`src/rtl/drt_enumerator_if.sv`:
```
// drt_enumerator_if: wishbone read-master bus between the DRT enumerator and the ROM table slave
//   wbm_cyc_o/wbm_stb_o : cycle and strobe, high for the whole of one single-word read
//   wbm_we_o            : write enable, never asserted by the enumerator
//   wbm_adr_o           : word address of the read
//   wbm_dat_o           : write data, unused and held at 0
//   wbm_dat_i           : read data returned by the slave
//   wbm_ack_i           : slave acknowledge, qualifies wbm_dat_i
interface drt_enumerator_if;
  logic        wbm_cyc_o;
  logic        wbm_stb_o;
  logic        wbm_we_o;
  logic [31:0] wbm_adr_o;
  logic [31:0] wbm_dat_o;
  logic [31:0] wbm_dat_i;
  logic        wbm_ack_i;
  modport master (
    output wbm_cyc_o, wbm_stb_o, wbm_we_o, wbm_adr_o, wbm_dat_o,
    input  wbm_dat_i, wbm_ack_i
  );
  modport slave (
    input  wbm_cyc_o, wbm_stb_o, wbm_we_o, wbm_adr_o, wbm_dat_o,
    output wbm_dat_i, wbm_ack_i
  );
endinterface

```
`src/rtl/drt_enumerator.sv`:
```
// drt_enumerator: walks a device ROM table over wishbone and streams one record per device
//   clk, rst        : rising-edge clock, asynchronous active-low reset
//   start           : one-cycle request to enumerate, honoured only when idle
//   busy/done/error : walk in progress, one-cycle completion pulse, sticky abort flag
//   wb              : wishbone read master (drt_enumerator_if.master)
//   drt_version/id  : header word 0 high/low halves
//   num_devices     : header word 1 as read, unclamped
//   dev_valid/ready : record stream handshake
//   dev_index       : zero-based index of the presented record
//   dev_id/flags/offset/size : the four words of the presented record
module drt_enumerator #(
  parameter logic [31:0] DRT_BASE    = 32'h0,
  parameter int          MAX_DEVICES = 16,
  parameter int          TIMEOUT     = 255
) (
  input  logic                     clk,
  input  logic                     rst,
  input  logic                     start,
  output logic                     busy,
  output logic                     done,
  output logic                     error,
  drt_enumerator_if.master         wb,
  output logic [15:0]              drt_version,
  output logic [15:0]              drt_id,
  output logic [31:0]              num_devices,
  output logic                     dev_valid,
  input  logic                     dev_ready,
  output logic [7:0]               dev_index,
  output logic [31:0]              dev_id,
  output logic [31:0]              dev_flags,
  output logic [31:0]              dev_offset,
  output logic [31:0]              dev_size
);
  typedef enum logic [2:0] {IDLE, RD_REQ, RD_WAIT, GAP, EMIT, FINISH} state_t;
  localparam logic [31:0] MAXD = 32'(MAX_DEVICES);
  state_t      state, state_nx;
  logic [31:0] off;
  logic [31:0] tmo;
  logic [7:0]  last;
  logic        rd;
  // Index of the final record to emit; only meaningful when the clamped count is non-zero.
  assign last = (num_devices > MAXD ? MAXD[7:0] : num_devices[7:0]) - 8'd1;
  always_ff @(posedge clk or negedge rst) begin
    if (!rst) state <= IDLE;
    else state <= state_nx;
  end
  always_comb begin
    state_nx = state;
    case (state)
      IDLE:    state_nx = start ? RD_REQ : IDLE;
      RD_REQ:  state_nx = RD_WAIT;
      RD_WAIT: state_nx = wb.wbm_ack_i ? GAP : (tmo == 32'd1 ? FINISH : RD_WAIT);
      // off still names the word just captured: header word 1 decides whether any entry is walked,
      // and the size word (offset ending in 3) completes a record.
      GAP:     state_nx = (off == 32'd1 && num_devices == 32'd0) ? FINISH : (off[1:0] == 2'd3 ? EMIT : RD_REQ);
      EMIT:    state_nx = dev_ready ? (dev_index == last ? FINISH : RD_REQ) : EMIT;
      default: state_nx = IDLE;
    endcase
  end
  always_comb begin
    busy      = state != IDLE && state != FINISH;
    done      = state == FINISH;
    dev_valid = state == EMIT;
    rd        = state == RD_REQ || state == RD_WAIT;
  end
  assign wb.wbm_cyc_o = rd;
  assign wb.wbm_stb_o = rd;
  assign wb.wbm_we_o  = 1'b0;
  assign wb.wbm_dat_o = 32'd0;
  assign wb.wbm_adr_o = rd ? DRT_BASE + off : 32'd0;
  always_ff @(posedge clk or negedge rst) begin
    if (!rst) begin
      off         <= '0;
      tmo         <= '0;
      error       <= 1'b0;
      drt_version <= '0;
      drt_id      <= '0;
      num_devices <= '0;
      dev_index   <= '0;
      dev_id      <= '0;
      dev_flags   <= '0;
      dev_offset  <= '0;
      dev_size    <= '0;
    end else begin
      if (state == IDLE && start) begin
        off       <= '0;
        error     <= 1'b0;
        dev_index <= '0;
      end
      if (state == RD_REQ) tmo <= 32'(TIMEOUT);
      if (state == RD_WAIT) begin
        tmo <= tmo - 32'd1;
        if (wb.wbm_ack_i) begin
          if (off == 32'd0) {drt_version, drt_id} <= wb.wbm_dat_i;
          else if (off == 32'd1) begin
            num_devices <= wb.wbm_dat_i;
            if (wb.wbm_dat_i > MAXD) error <= 1'b1;
          end else begin
            case (off[1:0])
              2'd0:    dev_id     <= wb.wbm_dat_i;
              2'd1:    dev_flags  <= wb.wbm_dat_i;
              2'd2:    dev_offset <= wb.wbm_dat_i;
              default: dev_size   <= wb.wbm_dat_i;
            endcase
          end
        end else if (tmo == 32'd1) error <= 1'b1;
      end
      // Header words 2 and 3 are skipped; a completed record holds its offset until emitted.
      if (state == GAP) off <= off == 32'd1 ? 32'd4 : (off[1:0] == 2'd3 ? off : off + 32'd1);
      if (state == EMIT && dev_ready && dev_index != last) begin
        off       <= off + 32'd1;
        dev_index <= dev_index + 8'd1;
      end
    end
  end
endmodule
```
`src/flat_wrapper.sv`:
```
// flat-port wrapper written by rule: the top's interface ports become plain ports
module drt_enumerator_flat 
#(
  parameter logic [31:0] DRT_BASE    = 32'h0,
  parameter int          MAX_DEVICES = 16,
  parameter int          TIMEOUT     = 255
)
  (clk, rst, start, busy, done, error, drt_version, drt_id, num_devices, dev_valid, dev_ready, dev_index, dev_id, dev_flags, dev_offset, dev_size, wb_wbm_cyc_o, wb_wbm_stb_o, wb_wbm_we_o, wb_wbm_adr_o, wb_wbm_dat_o, wb_wbm_dat_i, wb_wbm_ack_i);
  drt_enumerator_if wb_i ();
  input  logic clk;
  input  logic rst;
  input  logic start;
  output logic busy;
  output logic done;
  output logic error;
  output logic [15:0] drt_version;
  output logic [15:0] drt_id;
  output logic [31:0] num_devices;
  output logic dev_valid;
  input  logic dev_ready;
  output logic [7:0] dev_index;
  output logic [31:0] dev_id;
  output logic [31:0] dev_flags;
  output logic [31:0] dev_offset;
  output logic [31:0] dev_size;
  output wire logic [$bits(wb_i.wbm_cyc_o)-1:0] wb_wbm_cyc_o;
  output wire logic [$bits(wb_i.wbm_stb_o)-1:0] wb_wbm_stb_o;
  output wire logic [$bits(wb_i.wbm_we_o)-1:0] wb_wbm_we_o;
  output wire logic [$bits(wb_i.wbm_adr_o)-1:0] wb_wbm_adr_o;
  output wire logic [$bits(wb_i.wbm_dat_o)-1:0] wb_wbm_dat_o;
  input wire logic [$bits(wb_i.wbm_dat_i)-1:0] wb_wbm_dat_i;
  input wire logic [$bits(wb_i.wbm_ack_i)-1:0] wb_wbm_ack_i;
  assign wb_wbm_cyc_o = wb_i.wbm_cyc_o;
  assign wb_wbm_stb_o = wb_i.wbm_stb_o;
  assign wb_wbm_we_o = wb_i.wbm_we_o;
  assign wb_wbm_adr_o = wb_i.wbm_adr_o;
  assign wb_wbm_dat_o = wb_i.wbm_dat_o;
  assign wb_i.wbm_dat_i = wb_wbm_dat_i;
  assign wb_i.wbm_ack_i = wb_wbm_ack_i;
  drt_enumerator #(.DRT_BASE(DRT_BASE), .MAX_DEVICES(MAX_DEVICES), .TIMEOUT(TIMEOUT)) u_core (.clk(clk), .rst(rst), .start(start), .busy(busy), .done(done), .error(error), .wb(wb_i), .drt_version(drt_version), .drt_id(drt_id), .num_devices(num_devices), .dev_valid(dev_valid), .dev_ready(dev_ready), .dev_index(dev_index), .dev_id(dev_id), .dev_flags(dev_flags), .dev_offset(dev_offset), .dev_size(dev_size));
endmodule
```
`config.mk`:
```
export PLATFORM = sky130hd
export DESIGN_NAME = drt_enumerator_flat
export DESIGN_NICKNAME = d
export VERILOG_FILES = /design/src/rtl/drt_enumerator_if.sv /design/src/rtl/drt_enumerator.sv /design/src/flat_wrapper.sv
export SDC_FILE = /design/constraint.sdc
export NUM_CORES = 1
export LEC_CHECK = 0
export CAP_MARGIN = 10
export CORE_UTILIZATION = 40
export CTS_BUF_LIST = sky130_fd_sc_hd__clkbuf_16
export CTS_CLUSTER_SIZE = 8
export DETAILED_ROUTE_END_ITERATION = 6
export PLACE_DENSITY = 0.7
export SYNTH_ARGS = -nofsm -noshare
export SYNTH_HDL_FRONTEND = slang
export SYNTH_SLANG_ARGS = --single-unit
```
`constraint.sdc`:
```
create_clock -name clk -period 8.35 [get_ports clk]
set_input_delay 1.2525 -clock clk [delete_from_list [all_inputs] [get_ports clk]]
set_output_delay 1.2525 -clock clk [all_outputs]
set_load 0.02 [all_outputs]
```
### Word level (Yosys, flattened, before mapping)

Index checks and enable logic that the tools add are counted.

* multiplexer cells: 26
* $add $sub $neg: 4
* magnitude comparators: 2
* reduce and logical (&&, ||, !) cells: 22
* bitwise operators: 3
* equality and inequality tests: 14

Operators by type and width (number)
* $mux 32: 8
* $eq 32x1->1 const B: 2
* $gt 32x5->1 const B: 2
* $logic_not 32->1: 2
* $add 32x1->32 const B: 1
* $sub 32x1->32 const B: 1
* $mux 8: 3
* $reduce_and 5->1: 4
* $mux 3: 6
* $pmux 3 s5: 1
* $add 8x1->8 const B: 1
* $eq 8x8->1: 1
* $mux 1: 8
* $ne 8x8->1: 1
* $sub 8x1->8 const B: 1
* $eq 3x2->1 const B: 2
* $eq 3x3->1 const B: 2
* $reduce_bool 3->1: 2
* $logic_and 1x1->1: 5
* $eq 2x2->1 const B: 2
* $ne 4x3->1 const B: 1
* $reduce_and 4->1: 1
* $reduce_bool 2->1: 2
* $eq 3x1->1 const B: 1
* other kinds (9): 11

* bits in registers: 268

### Depth between registers and ports, before layout

* depth in word-level cells: 8
* depth in mapped cells: 17

### Worst setup path after synthesis

No wires, ideal clock.

* path kind: register to output
* start point: register u_core.state[0]
* end point: output port wb_wbm_adr_o[21]
* arrival time: 2160 ps
* required time: 7098 ps
* buffers on the path: 4
* path slack: 4937 ps
* cell stages (with the launch flop): 9
* cells stage by stage: dfrtp_1 clkbuf_1 or3b_2 clkbuf_1 and2_0 clkbuf_1 inv_1 clkbuf_1 and2_1

* cells in the longest elaborated chain, start to end: 3

RTL lines
* start: declaration: RTL line drt_enumerator.sv:36 `state_t state, state_nx;`
* start signal: assignment: RTL line drt_enumerator.sv:45 `else state <= state_nx;`
* $eq 3x1->1 or $eq 3x2->1 (tied branches): RTL line drt_enumerator.sv:64 `rd = state == RD_REQ || state == RD_WAIT;`
* $logic_or 1x1->1 *: RTL line drt_enumerator.sv:64
* named net wb_wbm_cyc_o: RTL line flat_wrapper.sv:26 `output wire logic [$bits(wb_i.wbm_cyc_o)-1:0] wb_wbm_cyc_o;`
* $mux 32 *: RTL line drt_enumerator.sv:70 `assign wb.wbm_adr_o = rd ? DRT_BASE + off : 32'd0;`
* end: declaration: RTL line flat_wrapper.sv:29 `output wire logic [$bits(wb_i.wbm_adr_o)-1:0] wb_wbm_adr_o;`

Mark *: on every way through the listed nets, which the timed path passes. The rest lies on a longest branch.

### Worst setup path in the final report

* start point: register u_core.state[0]
* end point: output port wb_wbm_adr_o[14]

* cells in the longest elaborated chain, start to end: 3

RTL lines (RTL line)
* $eq 3x1->1 or $eq 3x2->1 (tied branches): drt_enumerator.sv:64
* $logic_or 1x1->1 *: drt_enumerator.sv:64
* $mux 32 *: drt_enumerator.sv:70

Every way passes the cells marked *; elsewhere a longest branch is shown, timed or not.

==> metrics.log <==
[metrics] nets: between 1k and 1.5k
[metrics] DRT Wirelength: 32900 µm
[metrics] required time at the worst-slack endpoint: 7.10 ns
[metrics] startpoint of the most critical hold path: u_core.tmo[27]$_DFFE_PN0N_
[metrics] vias in the first global route: between 8k and 9k
[metrics] final critical delay including setup and external delays: 4.79 ns
[metrics] Max Clock Skew: 0.0205 ns
[metrics] area of the mapped netlist: roughly 12000 µm²
[metrics] Total Neg Setup Slack: 0 ns
[metrics] initial core utilization: 40.9%
[metrics] number of unique standard cell types used by synthesis: 61
[metrics] Placed Area: 15100 µm²
[metrics] post-placement worst setup slack: 4.07 ns
[metrics] worst relative slew slack: 29.3%
[metrics] maximum number of pins on one net before global-route repair: between 150 and 200
[metrics] total power after layout: around 5.8 mW
[metrics] placed wire-length estimate: 22200 µm
[metrics] count of flip-flops with a built-in enable after synthesis: 0
[metrics] Peak VDD IR: ~300 µV
[metrics] category of the worst setup path capture point: output port
[metrics] type of the worst setup path: register to output port
[metrics] top library cells by usage in the layout, fill and taps aside: sky130_fd_sc_hd__clkdlybuf4s50_1 (273), sky130_fd_sc_hd__dfrtp_1 (268), sky130_fd_sc_hd__mux2_2 (191), sky130_fd_sc_hd__nand2_1 (62), sky130_fd_sc_hd__clkbuf_16 (39)
[metrics] post-synthesis area per instance: 12.3 µm²
[metrics] hold buffer count at CTS: 0
[metrics] number of buffers added for setup after CTS: 0
[metrics] Tightest Pin Transition: 1.06 ns
[metrics] CP max FO: 32
[metrics] number of CTS-inserted buffers: 39
[metrics] layout cell share with drive strength beyond 1: 21.0%
[metrics] number of hold-slack violations in the final timing report: 0
[metrics] post-detailed-route DRC marker count: 0
[metrics] routed via count: 8906
[metrics] critical path data arrival time: 3.54 ns
[metrics] Die Footprint: around 31000 µm²
[metrics] initial antenna violation count: 0
[metrics] routability-driven placement congestion ratio: between 0.8 and 0.9
[metrics] number of storage elements in the synthesis netlist: 268
[metrics] all-layer global routing usage: between 20% and 30%
[metrics] sequential fraction of the synthesis area: a little under three fifths
[metrics] post-layout worst setup margin: 3.56 ns
[metrics] horizontal die dimension: about 180 µm
[metrics] result of the run: finished, final reports clean
[metrics] Cells after Synth: about 1000
[metrics] Final period util: 57.3%
[metrics] Yosys Warn Count: 0
[metrics] maximum achievable frequency: 209 MHz
[metrics] Area growth, synth to finish: 32.8%
[metrics] Max H-tree Level: 2
[metrics] max cap viols: 0
[metrics] CTS clk-pin slew, worst paths: 0.05 ns
[metrics] clk_lat worst skew: 0.53 ns
[metrics] DRT iter0 DRCs: 599
[metrics] gr ovfl total: 0
[metrics] most common cell after layout, fill and taps aside: sky130_fd_sc_hd__clkdlybuf4s50_1
[metrics] power per unit of standard cell area: between 300 and 400 nW/µm²
[metrics] first-pass detailed-route iteration total: 5
[metrics] startpoint of the worst register-to-register path: u_core.num_devices[7]$_DFFE_PN0P_
[metrics] clock root buffer: sky130_fd_sc_hd__clkbuf_16
[metrics] number of diodes added for antenna fixing: 0
[metrics] TritonCTS clock tree: built
[metrics] worst-case hold slack: 0.463 ns
[metrics] setup repair after global routing missed its margin: no
[metrics] final slew viol count: 0
[metrics] first-pass GRT wire length: 51600 µm
[metrics] final setup violating endpoints: 0
[metrics] launching element of the worst setup path: u_core.state[0]$_DFF_PN0_
[metrics] Row Count: 63
[metrics] maximum buffer depth of the clock tree: 3
[metrics] Vias/cell: 5.36
[metrics] port buffer count: 274
[metrics] share of synthesized flip-flops with an asynchronous set or reset: 100%
[metrics] leading register cell type out of synthesis: sky130_fd_sc_hd__dfrtp_1
[metrics] number of gates resized after CTS: 0
[metrics] I/O Pins: roughly 310
[metrics] die extent in y: 176 µm
[metrics] critical path startpoint category: register
[metrics] number of clock sinks seen by CTS: roughly 270
[metrics] wire per inst: 19.8 µm
[metrics] cell area after layout: 16200 µm²
[metrics] Leak: 7.12 nW
[metrics] remaining number of nets flagged by the antenna check after routing: 0
[metrics] core box area: a little under 30000 µm²
[metrics] Hold/Removal Path Class: register to register
-- path summary, 6_finish.rpt --
path	to	slack (ns)	depth (start not counted)
min in group asynchronous	u_core.dev_offset[9]$_DFFE_PN0P_	0.79	1
setup reg to reg	u_core.off[27]$_DFFE_PN0P_	4.71	15
hold reg to reg	u_core.tmo[27]$_DFFE_PN0N_	0.46	1
max in group asynchronous	u_core.dev_id[1]$_DFFE_PN0P_	6.09	2
hold / removal	u_core.tmo[27]$_DFFE_PN0N_	0.46	1
setup / recovery	wb_wbm_adr_o[14]	3.56	5
-- cells by family after synthesis --
family | Yosys count | share of synthesized area, %
other | 1 | 0.0308
AO/OA/AOI/OAI | 111 | 5.87
buffers and inverters | 88 | 4.18
multiplexers | 202 | 18.6
XOR/XNOR | 11 | 0.791
adder cells (fa/ha/maj) | 9 | 0.925
flip-flops | 268 | 55.1
AND/OR/NAND/NOR | 304 | 14.6
-- metrics by stage --
stage,cells,util (%)
after floorplan,1026,-
after global placement,1617,50.8
after detailed placement,1617,50.8
after CTS,1662,54.3
after global routing,1662,54.3
final,1662,54.3
-- synth_stat cells (4+ instances only) --
cell type / instances / area, µm²
sky130_fd_sc_hd__a21oi_1: 30 / 150
sky130_fd_sc_hd__and2_1: 33 / 206
sky130_fd_sc_hd__and3_1: 9 / 56.3
sky130_fd_sc_hd__and4_1: 6 / 52.6
sky130_fd_sc_hd__buf_1: 13 / 48.8
sky130_fd_sc_hd__buf_2: 5 / 25.0
sky130_fd_sc_hd__buf_4: 34 / 255
sky130_fd_sc_hd__buf_6: 6 / 67.6
sky130_fd_sc_hd__clkbuf_1: 19 / 71.3
sky130_fd_sc_hd__dfrtp_1: 268 / 6710
sky130_fd_sc_hd__ha_1: 9 / 113
sky130_fd_sc_hd__inv_1: 11 / 41.3
sky130_fd_sc_hd__mux2_2: 191 / 2150
sky130_fd_sc_hd__mux2i_1: 10 / 100
sky130_fd_sc_hd__nand2_1: 66 / 248
sky130_fd_sc_hd__nand2b_1: 4 / 25.0
sky130_fd_sc_hd__nand3_1: 38 / 190
sky130_fd_sc_hd__nand3b_1: 5 / 37.5
sky130_fd_sc_hd__nand4_1: 10 / 62.6
sky130_fd_sc_hd__nor2_1: 36 / 135
sky130_fd_sc_hd__nor3_1: 10 / 50.1
sky130_fd_sc_hd__nor4_1: 16 / 100
sky130_fd_sc_hd__nor4_2: 4 / 50.1
sky130_fd_sc_hd__o211ai_1: 8 / 60.1
sky130_fd_sc_hd__o21ai_0: 20 / 100
sky130_fd_sc_hd__o21ai_1: 12 / 60.1
sky130_fd_sc_hd__o311ai_0: 4 / 35.0
sky130_fd_sc_hd__o31ai_1: 14 / 105
sky130_fd_sc_hd__o41ai_1: 5 / 43.8
sky130_fd_sc_hd__or3_1: 19 / 119
sky130_fd_sc_hd__or4_1: 24 / 180
sky130_fd_sc_hd__xnor2_1: 10 / 87.6
-- power by group --
| part | switching (mW) | total, mW | internal (mW) |
|---|---|---|---|
| registers | 0.249 | 1.91 | 1.66 |
| clock network | 0.555 | 1.38 | 0.828 |
| logic | 1.31 | 2.46 | 1.15 |
| total | 2.11 | 5.75 | 3.64 |
-- registers in the layout, indices dropped and copies added (netlist names) --
signal / cells
u_core.dev_index: 8
u_core.tmo: 32
u_core.state: 3
u_core.error: 1
u_core.off: 32
u_core.drt_version: 16
u_core.num_devices: 32
u_core.dev_size: 32
u_core.dev_flags: 32
u_core.drt_id: 16
u_core.dev_id: 32
u_core.dev_offset: 32
-- routing by layer --
layer / wire length, µm / part of all wire [%] / track usage [%]
met1: 13700 / 42 / 27.3
met5: 0 / 0 / 0
met2: 15300 / 46 / 33.5
met3: 3360 / 10 / 8.66
met4: 625 / 1.9 / 5.53
-- worst max-delay path: stages, from the launching register on --
cell and delay [ns]:
sky130_fd_sc_hd__dfrtp_1 0.47, sky130_fd_sc_hd__or3b_2 0.77, sky130_fd_sc_hd__and2_0 0.37, sky130_fd_sc_hd__inv_1 0.56, sky130_fd_sc_hd__and2_1 0.23, sky130_fd_sc_hd__clkdlybuf4s50_1 0.61
-- area by class of cell --
| cell class | count | area [µm²] |
|---|---|---|
| clock buffer | 39 | 976 |
| clock inverter | 6 | 66.3 |
| fill | 2516 | 13600 |
| inverter | 11 | 41.3 |
| multi-input combinational | 670 | 5100 |
| sequential | 268 | 6710 |
| tap | 390 | 488 |
| timing repair buffer | 278 | 2790 |
Note: power is estimated with default switching activity, not from simulation.
